<file path="config.mk">
export PLATFORM = sky130hd
export DESIGN_NAME = mem_access_ctrl
export DESIGN_NICKNAME = d
export VERILOG_FILES = /design/src/rtl/mem_ctrl_pkg.sv /design/src/rtl/mem_req_arbiter.sv /design/src/rtl/mem_access_ctrl.sv
export SDC_FILE = /design/constraint.sdc
export NUM_CORES = 1
export LEC_CHECK = 0
export BUFFER_PORTS_ARGS = -buffer_cell sky130_fd_sc_hd__buf_2
export CAP_MARGIN = 20
export CORE_MARGIN = 5
export CORE_UTILIZATION = 43
export CTS_BUF_LIST = sky130_fd_sc_hd__clkbuf_8
export DETAILED_ROUTE_END_ITERATION = 16
export PLACE_DENSITY_LB_ADDON = 0.25
export SETUP_SLACK_MARGIN = 0.5
export SYNTH_ARGS = -nofsm -noshare
export SYNTH_HDL_FRONTEND = slang
export SYNTH_HIERARCHICAL = 1
export SYNTH_SLANG_ARGS = --single-unit
</file>
<file path="constraint.sdc">
create_clock -name clock -period 2.2 [get_ports clock]
set_input_delay 0.22 -clock clock [delete_from_list [all_inputs] [get_ports clock]]
set_output_delay 0.22 -clock clock [all_outputs]
set_load 0.01 [all_outputs]
</file>
<file path="src/rtl/mem_ctrl_pkg.sv">
// ---------------------------------------------------------------------------
// mem_ctrl_pkg
// Shared definitions for the unified-memory access controller: the
// sequencer state encoding, the request source tags and the default
// address/data widths.
// Optional feature macro used by the controller: MEM_CTRL_WRITE_VERIFY_EN.
// ---------------------------------------------------------------------------
package mem_ctrl_pkg;

   localparam int ADDR_W_DEF = 16;
   localparam int DATA_W_DEF = 16;

   // Source tag: which requester owns the access in flight
   localparam logic SRC_FETCH = 1'b0;
   localparam logic SRC_DATA  = 1'b1;

   // The VF_* encodings are only reached when write-verify is compiled in
   typedef enum logic [2:0] {
      ST_IDLE     = 3'd0,
      ST_RD_ISSUE = 3'd1,
      ST_RD_WAIT  = 3'd2,
      ST_WR_ISSUE = 3'd3,
      ST_VF_ISSUE = 3'd4,
      ST_VF_WAIT  = 3'd5,
      ST_DONE     = 3'd6
   } state_t;

endpackage

</file>
<file path="src/rtl/mem_req_arbiter.sv">
// ---------------------------------------------------------------------------
// mem_req_arbiter
// Combinational fixed-priority select between the load/store path and the
// instruction-fetch path. The data path always wins when both are pending.
// Ports:
//   if_req  in  fetch request
//   d_req   in  data request
//   grant   out some request is pending
//   src     out winning source (SRC_DATA / SRC_FETCH)
// ---------------------------------------------------------------------------
module mem_req_arbiter
   import mem_ctrl_pkg::*;
(
   input  logic if_req,
   input  logic d_req,
   output logic grant,
   output logic src
);

   // Fixed priority: data over fetch
   always_comb begin
      grant = 1'b0;
      src   = SRC_FETCH;
      if (d_req) begin
         grant = 1'b1;
         src   = SRC_DATA;
      end else if (if_req) begin
         grant = 1'b1;
         src   = SRC_FETCH;
      end else begin
         grant = 1'b0;
         src   = SRC_FETCH;
      end
   end

endmodule

</file>
<file path="src/rtl/mem_access_ctrl.sv">
// ---------------------------------------------------------------------------
// mem_access_ctrl
// Initiator side of the single-port unified memory. Arbitrates fetch vs
// load/store requests, drives the memory's synchronous enable/writeEnable/
// address/writeData port and returns read data with a one-cycle ack.
// All outputs are registered.
// Ports:
//   clock, reset            system clock, async active-high reset
//   if_req/if_addr          fetch request (held until if_ack)
//   if_ack/if_rdata         fetch completion pulse and fetched word
//   d_req/d_we/d_addr/d_wdata  data request (held until d_ack)
//   d_ack/d_rdata           data completion pulse and load result
//   mem_*                   memory port (1-cycle read latency)
//   busy                    state is not IDLE
//   verify_err              sticky write-verify mismatch
// Optional feature: define MEM_CTRL_WRITE_VERIFY_EN to read back every store
// and flag mismatches on verify_err; otherwise verify_err stays 0.
// ---------------------------------------------------------------------------
module mem_access_ctrl
   import mem_ctrl_pkg::*;
#(
   parameter int ADDR_W = ADDR_W_DEF,
   parameter int DATA_W = DATA_W_DEF
)
(
   input  logic              clock,
   input  logic              reset,
   input  logic              if_req,
   input  logic [ADDR_W-1:0] if_addr,
   output logic              if_ack,
   output logic [DATA_W-1:0] if_rdata,
   input  logic              d_req,
   input  logic              d_we,
   input  logic [ADDR_W-1:0] d_addr,
   input  logic [DATA_W-1:0] d_wdata,
   output logic              d_ack,
   output logic [DATA_W-1:0] d_rdata,
   output logic              mem_enable,
   output logic              mem_write_enable,
   output logic [ADDR_W-1:0] mem_address,
   output logic [DATA_W-1:0] mem_write_data,
   input  logic [DATA_W-1:0] mem_read_data,
   output logic              busy,
   output logic              verify_err
);

   state_t state_r;
   logic   tag_r;
   logic   grant_s;
   logic   src_s;

   mem_req_arbiter u_arb (
      .if_req (if_req),
      .d_req  (d_req),
      .grant  (grant_s),
      .src    (src_s)
   );

   // Access sequencer; every output is produced here as a register
   always_ff @(posedge clock or posedge reset) begin
      if (reset) begin
         state_r          <= ST_IDLE;
         tag_r            <= SRC_FETCH;
         if_ack           <= 1'b0;
         if_rdata         <= {DATA_W{1'b0}};
         d_ack            <= 1'b0;
         d_rdata          <= {DATA_W{1'b0}};
         mem_enable       <= 1'b0;
         mem_write_enable <= 1'b0;
         mem_address      <= {ADDR_W{1'b0}};
         mem_write_data   <= {DATA_W{1'b0}};
         busy             <= 1'b0;
         verify_err       <= 1'b0;
      end else begin
         // Acks are single-cycle pulses unless a state raises them
         if_ack <= 1'b0;
         d_ack  <= 1'b0;
         case (state_r)
            ST_IDLE: begin
               if (grant_s) begin
                  tag_r      <= src_s;
                  mem_enable <= 1'b1;
                  busy       <= 1'b1;
                  if (src_s == SRC_DATA) begin
                     mem_address <= d_addr;
                     if (d_we) begin
                        mem_write_enable <= 1'b1;
                        mem_write_data   <= d_wdata;
                        state_r          <= ST_WR_ISSUE;
                     end else begin
                        mem_write_enable <= 1'b0;
                        state_r          <= ST_RD_ISSUE;
                     end
                  end else begin
                     mem_address      <= if_addr;
                     mem_write_enable <= 1'b0;
                     state_r          <= ST_RD_ISSUE;
                  end
               end else begin
                  mem_enable       <= 1'b0;
                  mem_write_enable <= 1'b0;
                  busy             <= 1'b0;
                  state_r          <= ST_IDLE;
               end
            end
            ST_RD_ISSUE: begin
               mem_enable <= 1'b0;
               state_r    <= ST_RD_WAIT;
            end
            ST_RD_WAIT: begin
               // Memory read data became valid on the previous edge
               if (tag_r == SRC_DATA) begin
                  d_rdata <= mem_read_data;
                  d_ack   <= 1'b1;
               end else begin
                  if_rdata <= mem_read_data;
                  if_ack   <= 1'b1;
               end
               state_r <= ST_DONE;
            end
            ST_WR_ISSUE: begin
               mem_write_enable <= 1'b0;
`ifdef MEM_CTRL_WRITE_VERIFY_EN
               // Keep enable high: next cycle is the read-back of the same address
               mem_enable <= 1'b1;
               state_r    <= ST_VF_ISSUE;
`else
               mem_enable <= 1'b0;
               d_ack      <= 1'b1;
               state_r    <= ST_DONE;
`endif
            end
`ifdef MEM_CTRL_WRITE_VERIFY_EN
            ST_VF_ISSUE: begin
               mem_enable <= 1'b0;
               state_r    <= ST_VF_WAIT;
            end
            ST_VF_WAIT: begin
               // mem_write_data still holds the stored word
               if (mem_read_data != mem_write_data) begin
                  verify_err <= 1'b1;
               end else begin
                  verify_err <= verify_err;
               end
               d_ack   <= 1'b1;
               state_r <= ST_DONE;
            end
`endif
            ST_DONE: begin
               busy    <= 1'b0;
               state_r <= ST_IDLE;
            end
            default: begin
               mem_enable       <= 1'b0;
               mem_write_enable <= 1'b0;
               busy             <= 1'b0;
               state_r          <= ST_IDLE;
            end
         endcase
      end
   end

endmodule

</file>
# Yosys cells after proc, flatten, opt, wreduce, memory -nomap -nowiden

Cells that the tools add are included.

Input port bits: 69
Register bits after elaboration: 73
Logic and storage cells: 44
Memories: 0
RAM bits: 0
Bits in read-only memories: 0
Output and inout bits: 70
Latch bits: 0

Multiply operators: 0
Bitwise gates (word level): 1
Muxes and demuxes: 19
Shifts and indexed selects: 0
Magnitude comparators: 0
Add/sub/neg operators: 0
Eq/ne operators: 4
Div/mod/pow operators: 0
Reductions and logical operators: 9

Operators with widths:

| cell                                                                  | number |
|---|---|
| 16-bit 2-to-1 mux                                                     | 1 |
| 1-bit 2-to-1 mux                                                      | 10 |
| 3-bit case mux with 3 select lines                                    | 1 |
| 1-bit case mux with 2 select lines                                    | 4 |
| 3-bit by 2-bit equality test with 1-bit output, second input constant | 2 |
| 3-bit 2-to-1 mux                                                      | 2 |
| 2-bit AND reduction                                                   | 3 |
| 3-bit OR reduction                                                    | 2 |
| 4-bit AND reduction                                                   | 1 |
| 2-bit OR reduction                                                    | 2 |
| 3-bit by 1-bit equality test with 1-bit output, second input constant | 1 |
| 3-bit equality test, second input constant                            | 1 |
| 3-bit zero test                                                       | 1 |
| 2-bit 2-to-1 mux                                                      | 1 |
| 1-bit inverter                                                        | 1 |

# Depth between registers and ports, before layout

Gate-level depths: netlist of the first run.

Depth in word-level cells: 4
Mapped depth: 6
Mapped depth without buffers: 4

# Modules after synthesis

The synthesis of the first run kept the hierarchy.

By module, submodules not included:

| module          | cells an instance | instances | seq. area each (sq um) | area each (sq um) |
|---|---|---|---|---|
| mem_access_ctrl | 202               | 1         | 1,826.8                | 2,880.3 |
| mem_req_arbiter | 2                 | 1         | 0.0                    | 13.8 |

# Least setup slack after synthesis of the first run

OpenSTA, ideal clock, no wires.

Path kind: register -> register
Start: register state_r[0]
End: register mem_write_data[10]
Setup slack: 0.351 ns
Cell stages (with the launch flop): 7
Data required time: 2.073 ns
Library setup time: 0.127 ns
Arrival time: 1.721 ns
Buffers on the path: 3
Clock period less this slack: 1.849 ns
Cell sequence: dfrtp_1 > buf_2 > nor4b_4 > and3_1 > buf_4 > buf_6 > mux2_1

Cells in the longest elaborated chain, start to end: 2

RTL lines:

| what                          | RTL line              | RTL |
|---|---|---|
| start, declared               | mem_access_ctrl.sv:47 | `state_t state_r;` |
| start signal, assigned        | mem_access_ctrl.sv:62 | `state_r <= ST_IDLE;` |
| start signal, assigned        | mem_access_ctrl.sv:89 | `state_r <= ST_WR_ISSUE;` |
| start signal, assigned        | mem_access_ctrl.sv:92 | `state_r <= ST_RD_ISSUE;` |
| 3-bit zero test               | mem_access_ctrl.sv:78 | `case (state_r)` |
| 4-bit AND reduction (no line) | n/a                   |  |
| end signal, assigned          | mem_access_ctrl.sv:71 | `mem_write_data <= {DATA_W{1'b0}};` |
| end signal, assigned          | mem_access_ctrl.sv:88 | `mem_write_data <= d_wdata;` |
| end, declared                 | mem_access_ctrl.sv:41 | `output logic [DATA_W-1:0] mem_write_data,` |

Every way passes these cells.
A chain may end at the register's enable or synchronous reset.

# Worst setup path after layout of the first run

Start: register state_r[2]
End: register d_rdata[9]

Cells in the longest elaborated chain, start to end: 2

RTL lines:

| what                                           | RTL line               | RTL |
|---|---|---|
| 3-bit by 2-bit equality test with 1-bit output | mem_access_ctrl.sv:78  |  |
| 2-bit AND reduction (no line)                  | n/a                    |  |
| end signal, assigned                           | mem_access_ctrl.sv:67  | `d_rdata <= {DATA_W{1'b0}};` |
| end signal, assigned                           | mem_access_ctrl.sv:113 | `d_rdata <= mem_read_data;` |
| end, declared                                  | mem_access_ctrl.sv:37  | `output logic [DATA_W-1:0] d_rdata,` |

Every way passes these cells.

==> results.sh, run 1 <==
export IMPL_status="complete, but fails checks"
export IMPL_violations="hold timing"
export IMPL_hpwl_um=4610
export IMPL_maxCapViolations=0
export IMPL_ios=139
export IMPL_cts_tree="done"
export IMPL_netlist_top_cells_count="dfrtp_1 (73), mux2_2 (39), nor2_1 (19)"
export IMPL_cts_hold_buf=0
export IMPL_pre_cts_ws_ns=0.455
export IMPL_worstSkewPairLatency_ns=0.33
export IMPL_critPathLaunchType="register"
export IMPL_vias=2053
export IMPL_netlist_area_um2=2890
export IMPL_fin_crit_sh_pct=73.8
export IMPL_regToRegSetupSlack_ns=0.58
export IMPL_row_count=30
export IMPL_drc=0
export IMPL_drt_initial_drc_count=41
export IMPL_cts_sinks=73
export IMPL_grtUsageTotal_pct=15.0
export IMPL_grt_start_max_net_pins=42
export IMPL_yosysSeqAreaShare_pct=63.1
export IMPL_dpl_instance_area_um2=3670
export IMPL_setup_viol=0
export IMPL_overflow=0
export IMPL_rsz0062_at_grt="true"
export IMPL_powerDensity_nw_per_um2=1460
export IMPL_fin_ws_ns=0.575
export IMPL_rr_worst_depth=4
export IMPL_worst_pin_slew_ns=0.716
export IMPL_avgRoutedWirePerCell_um=14.2
export IMPL_n_fill_cell=574
export IMPL_reg2reg_to="d_rdata[9]"
export IMPL_routed_wirelength_um=6140
export IMPL_vdd_drop_max_v=0.000700
export IMPL_drive_gt1_share_pct=58.4
export IMPL_clockBufferDepth=2
export IMPL_avgSynthCellArea_um2=14.2
export IMPL_dr_pass1_iters=4
export IMPL_max_slew_margin_pct=52.2
export IMPL_synth_seq_cells=73
export IMPL_drv_slew=0
export IMPL_cts_made_buffers=9
export IMPL_final_core_util_pct=58.6
export IMPL_avgViaCountPerCell=4.74
export IMPL_end_kind="register"
export IMPL_synth_edf_count=0
export IMPL_synth_most_common_cell="dfrtp_1"
export IMPL_grt_first_pass_wirelength_um=10100
export IMPL_fp_dieH_um=92.0
export IMPL_syn_inst=204
export IMPL_hold_path_class="in2async"
export IMPL_first_global_vias=2134
export IMPL_antenna_found_initial=0
export IMPL_cp_required_ns=2.41
export IMPL_area_delta_synth_final_pct=35.3
export IMPL_path_clk_slew_ns=0.08
export IMPL_crit_fanout=16
export IMPL_power_leakage_nw=1.96
export IMPL_num_antenna_cells=0
export IMPL_die_w_um=92.0
export IMPL_hold_viol=14
export IMPL_fin_area_um2=3920
export IMPL_synth_cell_types=25
export IMPL_gp_congestion=0.706
export IMPL_min_period_ns=1.62
export IMPL_final_setup_tns_ns=0
export IMPL_async_flop_share_pct=100
export IMPL_synth_top_flop_cell="dfrtp_1"
export IMPL_skew_ns=0.00843
export IMPL_max_freq_ghz=0.616
export IMPL_cts_root_buf="clkbuf_8"
export IMPL_syn_nets=273
export IMPL_ant_nets=0
export IMPL_nNetsFinal=417
export IMPL_holdWs_ns=-0.0119
export IMPL_start_util_pct=43.3
export IMPL_io_buffers=137
export IMPL_synth_largest_area_cell="dfrtp_1"
export IMPL_synthTopCellsByArea="dfrtp_1 (63%), mux2_2 (15%), mux2i_1 (5.5%), mux2_1 (3.9%), a21oi_1 (2.9%)"
export IMPL_coreArea_um2=6680
export IMPL_synth_top_area_share_pct=63.1
export IMPL_critPathKind="reg2reg"
export IMPL_die_area_um2=8470
export IMPL_crit_arrival_ns=1.84
export IMPL_reg2reg_from="state_r[2]"
export IMPL_yosysWarnings=8
export IMPL_htree_levels=3
==> per-layer routing <==
metal / global-route usage [%] / vias to the layer above / routed length, um / share of wire (%)
met3: 4.84 / 5 / 499 / 8.1
met4: 5.57 / 0 / 53 / 0.86
met5: 0 / - / 0 / 0
met1: 17.9 / 984 / 2460 / 40
met2: 25.4 / 70 / 3120 / 51
li1: - / 994 / - / -
==> kinds of logic (layout without fill, tap and decap cells) <==
group / count (synthesis) / count (layout) / share of synthesized area, %
flip-flops: 73 / 73 / 63.1
multiplexers: 65 / 65 / 24.6
AND/OR/NAND/NOR: 30 / 30 / 5.62
AO/OA/AOI/OAI: 21 / 21 / 3.72
buffers and inverters: 14 / 163 / 2.81
other: 1 / 1 / 0.130
==> what timing repair did <==
action / CTS / global route
buffers inserted: 0 / 2
gates resized for setup: 2 / 3
endpoints found under the setup margin: 16 / 31
==> cells in the final DEF, fill, tap and decap left out, types with 2 or more instances in the layout <==
master,count
buf_2,137
dfrtp_1,72
mux2_2,39
nor2_1,19
a21oi_1,17
mux2i_1,16
clkbuf_8,12
mux2_1,10
buf_4,5
o21ai_0,3
clkinvlp_4,3
nand2_1,2
==> cell type report <==
class | instances | area (um^2) | area share (%)
Clock buffer | 12 | 165 | 4.22
Clock inverter | 4 | 50.0 | 1.28
Inverter | 2 | 11.3 | 0.288
Multi-Input combinational cell | 117 | 991 | 25.3
Sequential cell | 73 | 1830 | 46.7
Tap cell | 80 | 100 | 2.56
Timing Repair Buffer | 145 | 769 | 19.7
==> worst max path at each step <==
stage | from | end | slack [ns] | depth (start not counted)
final | state_r[2] | d_rdata[9] | 0.58 | 4
after global routing | state_r[2] | d_rdata[5] | 0.49 | 4
after CTS | state_r[0] | mem_write_data[8] | 0.52 | 4
after detailed placement | state_r[0] | mem_write_data[8] | 0.46 | 4
after global placement | state_r[0] | mem_write_data[13] | 0.55 | 4
after floorplan | state_r[0] | mem_write_data[10] | 0.35 | 6
==> worst max-delay path: stages (launching register included) <==
cell,delay (ns)
dfrtp_1,0.44
nand2b_1,0.25
nor3b_2,0.23
buf_6,0.22
mux2_2,0.36
==> per-stage QoR <==
stage	total power, mW	hold slack, ns	cells
floorplan	3.74	0.355	204
global placement	4.59	0.371	415
detailed placement	4.67	0.375	415
CTS	5.78	0.00637	431
global route	6.13	0.0351	433
finish	5.72	-0.0119	433
==> state kept, by name (all words and copies together), names as in the netlist, 3 cells and up <==
signal and flops:
mem_write_data 16, mem_address 16, if_rdata 16, d_rdata 16, state_r 3
==> report_power, final <==
part	total, mW	internal [mW]	switching, mW
sequential	2.37	2.02	0.351
clock	1.09	0.615	0.478
combinational	2.26	1.15	1.11
total	5.72	3.78	1.94
Power figures use the tool's default switching activity.
==> inputs of run 2 (changes only) <==
--- a/config.mk
+++ b/config.mk
@@ -8,7 +8,7 @@
 export BUFFER_PORTS_ARGS = -buffer_cell sky130_fd_sc_hd__buf_2
 export CAP_MARGIN = 20
 export CORE_MARGIN = 5
-export CORE_UTILIZATION = 43
+export CORE_UTILIZATION = 45
 export CTS_BUF_LIST = sky130_fd_sc_hd__clkbuf_8
 export DETAILED_ROUTE_END_ITERATION = 16
 export PLACE_DENSITY_LB_ADDON = 0.25
==> constraint.sdc (replaced) <==
create_clock -name clock -period 1.7 [get_ports clock]
set_input_delay 0.17 -clock clock [delete_from_list [all_inputs] [get_ports clock]]
set_output_delay 0.17 -clock clock [all_outputs]
set_load 0.01 [all_outputs]
==> results.sh, run 2 (synthesis gave the netlist of run 1 again) <==
export IMPL_status="complete, no violations"
export IMPL_antenna_found_initial=0
export IMPL_fp_dieH_um=90.2
export IMPL_drc=0
export IMPL_cts_tree="done"
export IMPL_post_place_cells=413
export IMPL_maxCapViolations=0
export IMPL_min_period_ns=1.59
export IMPL_ios=139
export IMPL_num_antenna_cells=0
export IMPL_gp_congestion=0.729
export IMPL_final_setup_tns_ns=0
export IMPL_routed_wirelength_um=7590
export IMPL_final_core_util_pct=72.5
export IMPL_layout_commonest_cell="buf_2"
export IMPL_first_global_vias=2394
export IMPL_nNetsFinal=440
export IMPL_ant_nets=0
export IMPL_critPathKind="reg2reg"
export IMPL_clockBufferDepth=2
export IMPL_power_leakage_nw=2.23
export IMPL_cts_made_buffers=9
export IMPL_avgRoutedWirePerCell_um=16.8
export IMPL_area_delta_synth_final_pct=58.1
export IMPL_coreArea_um2=6310
export IMPL_path_clk_slew_ns=0.08
export IMPL_overflow=0
export IMPL_worstSkewPairLatency_ns=0.35
export IMPL_skew_ns=0.0116
export IMPL_cp_required_ns=1.92
export IMPL_crit_fanout=16
export IMPL_rsz0062_at_grt="true"
export IMPL_cts_sinks=73
export IMPL_total_power_mw=9.27
export IMPL_fin_crit_sh_pct=93.4
export IMPL_setup_viol=0
export IMPL_start_util_pct=45.8
export IMPL_grt_first_pass_wirelength_um=12400
export IMPL_dr_pass1_iters=4
export IMPL_critPathLaunchType="register"
export IMPL_cts_root_buf="clkbuf_8"
export IMPL_grt_start_max_net_pins=74
export IMPL_drt_initial_drc_count=64
export IMPL_drv_slew=0
export IMPL_grtUsageTotal_pct=19.0
export IMPL_hold_viol=0
export IMPL_die_area_um2=8140
export IMPL_avgViaCountPerCell=4.94
export IMPL_end_kind="register"
export IMPL_fin_cells=452
export IMPL_vdd_drop_max_v=0.00111
export IMPL_io_buffers=137
export IMPL_powerDensity_nw_per_um2=2030
export IMPL_row_count=29
export IMPL_max_freq_ghz=0.630
export IMPL_hold_path_class="in2reg"
export IMPL_drive_gt1_share_pct=68.3
export IMPL_final_cell_mix="buf_2 (137), dfrtp_1 (71), mux2_2 (23)"
export IMPL_hpwl_um=4480
export IMPL_htree_levels=3
export IMPL_vias=2235
export IMPL_crit_arrival_ns=1.81
export IMPL_die_w_um=90.2
export IMPL_n_fill_cell=447
run 2: cell types whose count changed in the layout (fill, tap and decap cells not counted), sizes merged:
cell	before	now
clkinv	1	0
clkinvlp	3	4
buf	145	167
clkbuf	12	11
dlygate4sd3	0	1
run 2: metal layers:
| metal | global-route usage, % | wire [um] | vias to the layer above |
|---|---|---|---|
| met5 | 0 | 0 | - |
| met4 | 6.95 | 124 | 0 |
| met3 | 5.76 | 506 | 9 |
| met2 | 30.9 | 3770 | 87 |
| met1 | 24.0 | 3190 | 1090 |
| li1 | - | - | 1049 |
run 2: worst max-delay path: stages (launching register included):
cell	delay, ns
dfrtp_1	0.42
nor4b_4	0.33
and3_4	0.24
buf_12	0.15
mux2_1	0.33
run 2: layout make-up:
type	instances	area (um^2)	area share [%]
clock buffer	11	151	3.31
inverter	2	11.3	0.246
multi-input combinational	117	1210	26.4
timing repair buffer	168	1230	26.8
sequential	73	1830	40.0
tap	77	96.3	2.11
clock inverter	4	52.6	1.15
run 2: per-stage QoR:
step | setup WS [ns] | cell area, um^2 | hold slack [ns]
after floorplan | -0.145 | 2910 | 0.305
after global placement | 0.144 | 3710 | 0.307
after detailed placement | 0.109 | 3710 | 0.311
after CTS | 0.168 | 4480 | 0.0216
after global routing | 0.0474 | 4580 | 0.0298
final | 0.113 | 4580 | 0.0416
run 2: what timing repair did:
| item | 4_1_cts | 5_1_grt |
|---|---|---|
| endpoints found under the hold margin | 73 | 0 |
| pin swaps | 2 | 1 |
| resized for setup | 55 | 17 |
| setup buffers | 14 | 2 |
| hold buffers | 1 | 0 |
| gates cloned | 7 | 0 |
| setup endpoints to repair | 69 | 69 |
run 2: path summary, 6_finish.rpt:
| check | cells past startpoint | to | from | slack (ns) |
|---|---|---|---|---|
| hold / removal | 2 | mem_write_data[10] | d_wdata[10] | 0.04 |
| max in group asynchronous | 4 | state_r[2] | reset | 0.90 |
| hold reg to reg | 1 | mem_write_data[6] | mem_write_data[6] | 0.48 |
| min in group asynchronous | 4 | if_rdata[6] | reset | 0.47 |
| setup reg to reg | 4 | mem_write_data[7] | state_r[0] | 0.11 |
| setup / recovery | 4 | mem_write_data[7] | state_r[0] | 0.11 |
run 2: power by group:
part | switching, mW | internal, mW
Combinational | 2.00 | 2.75
Sequential | 0.526 | 2.62
Clock | 0.631 | 0.750
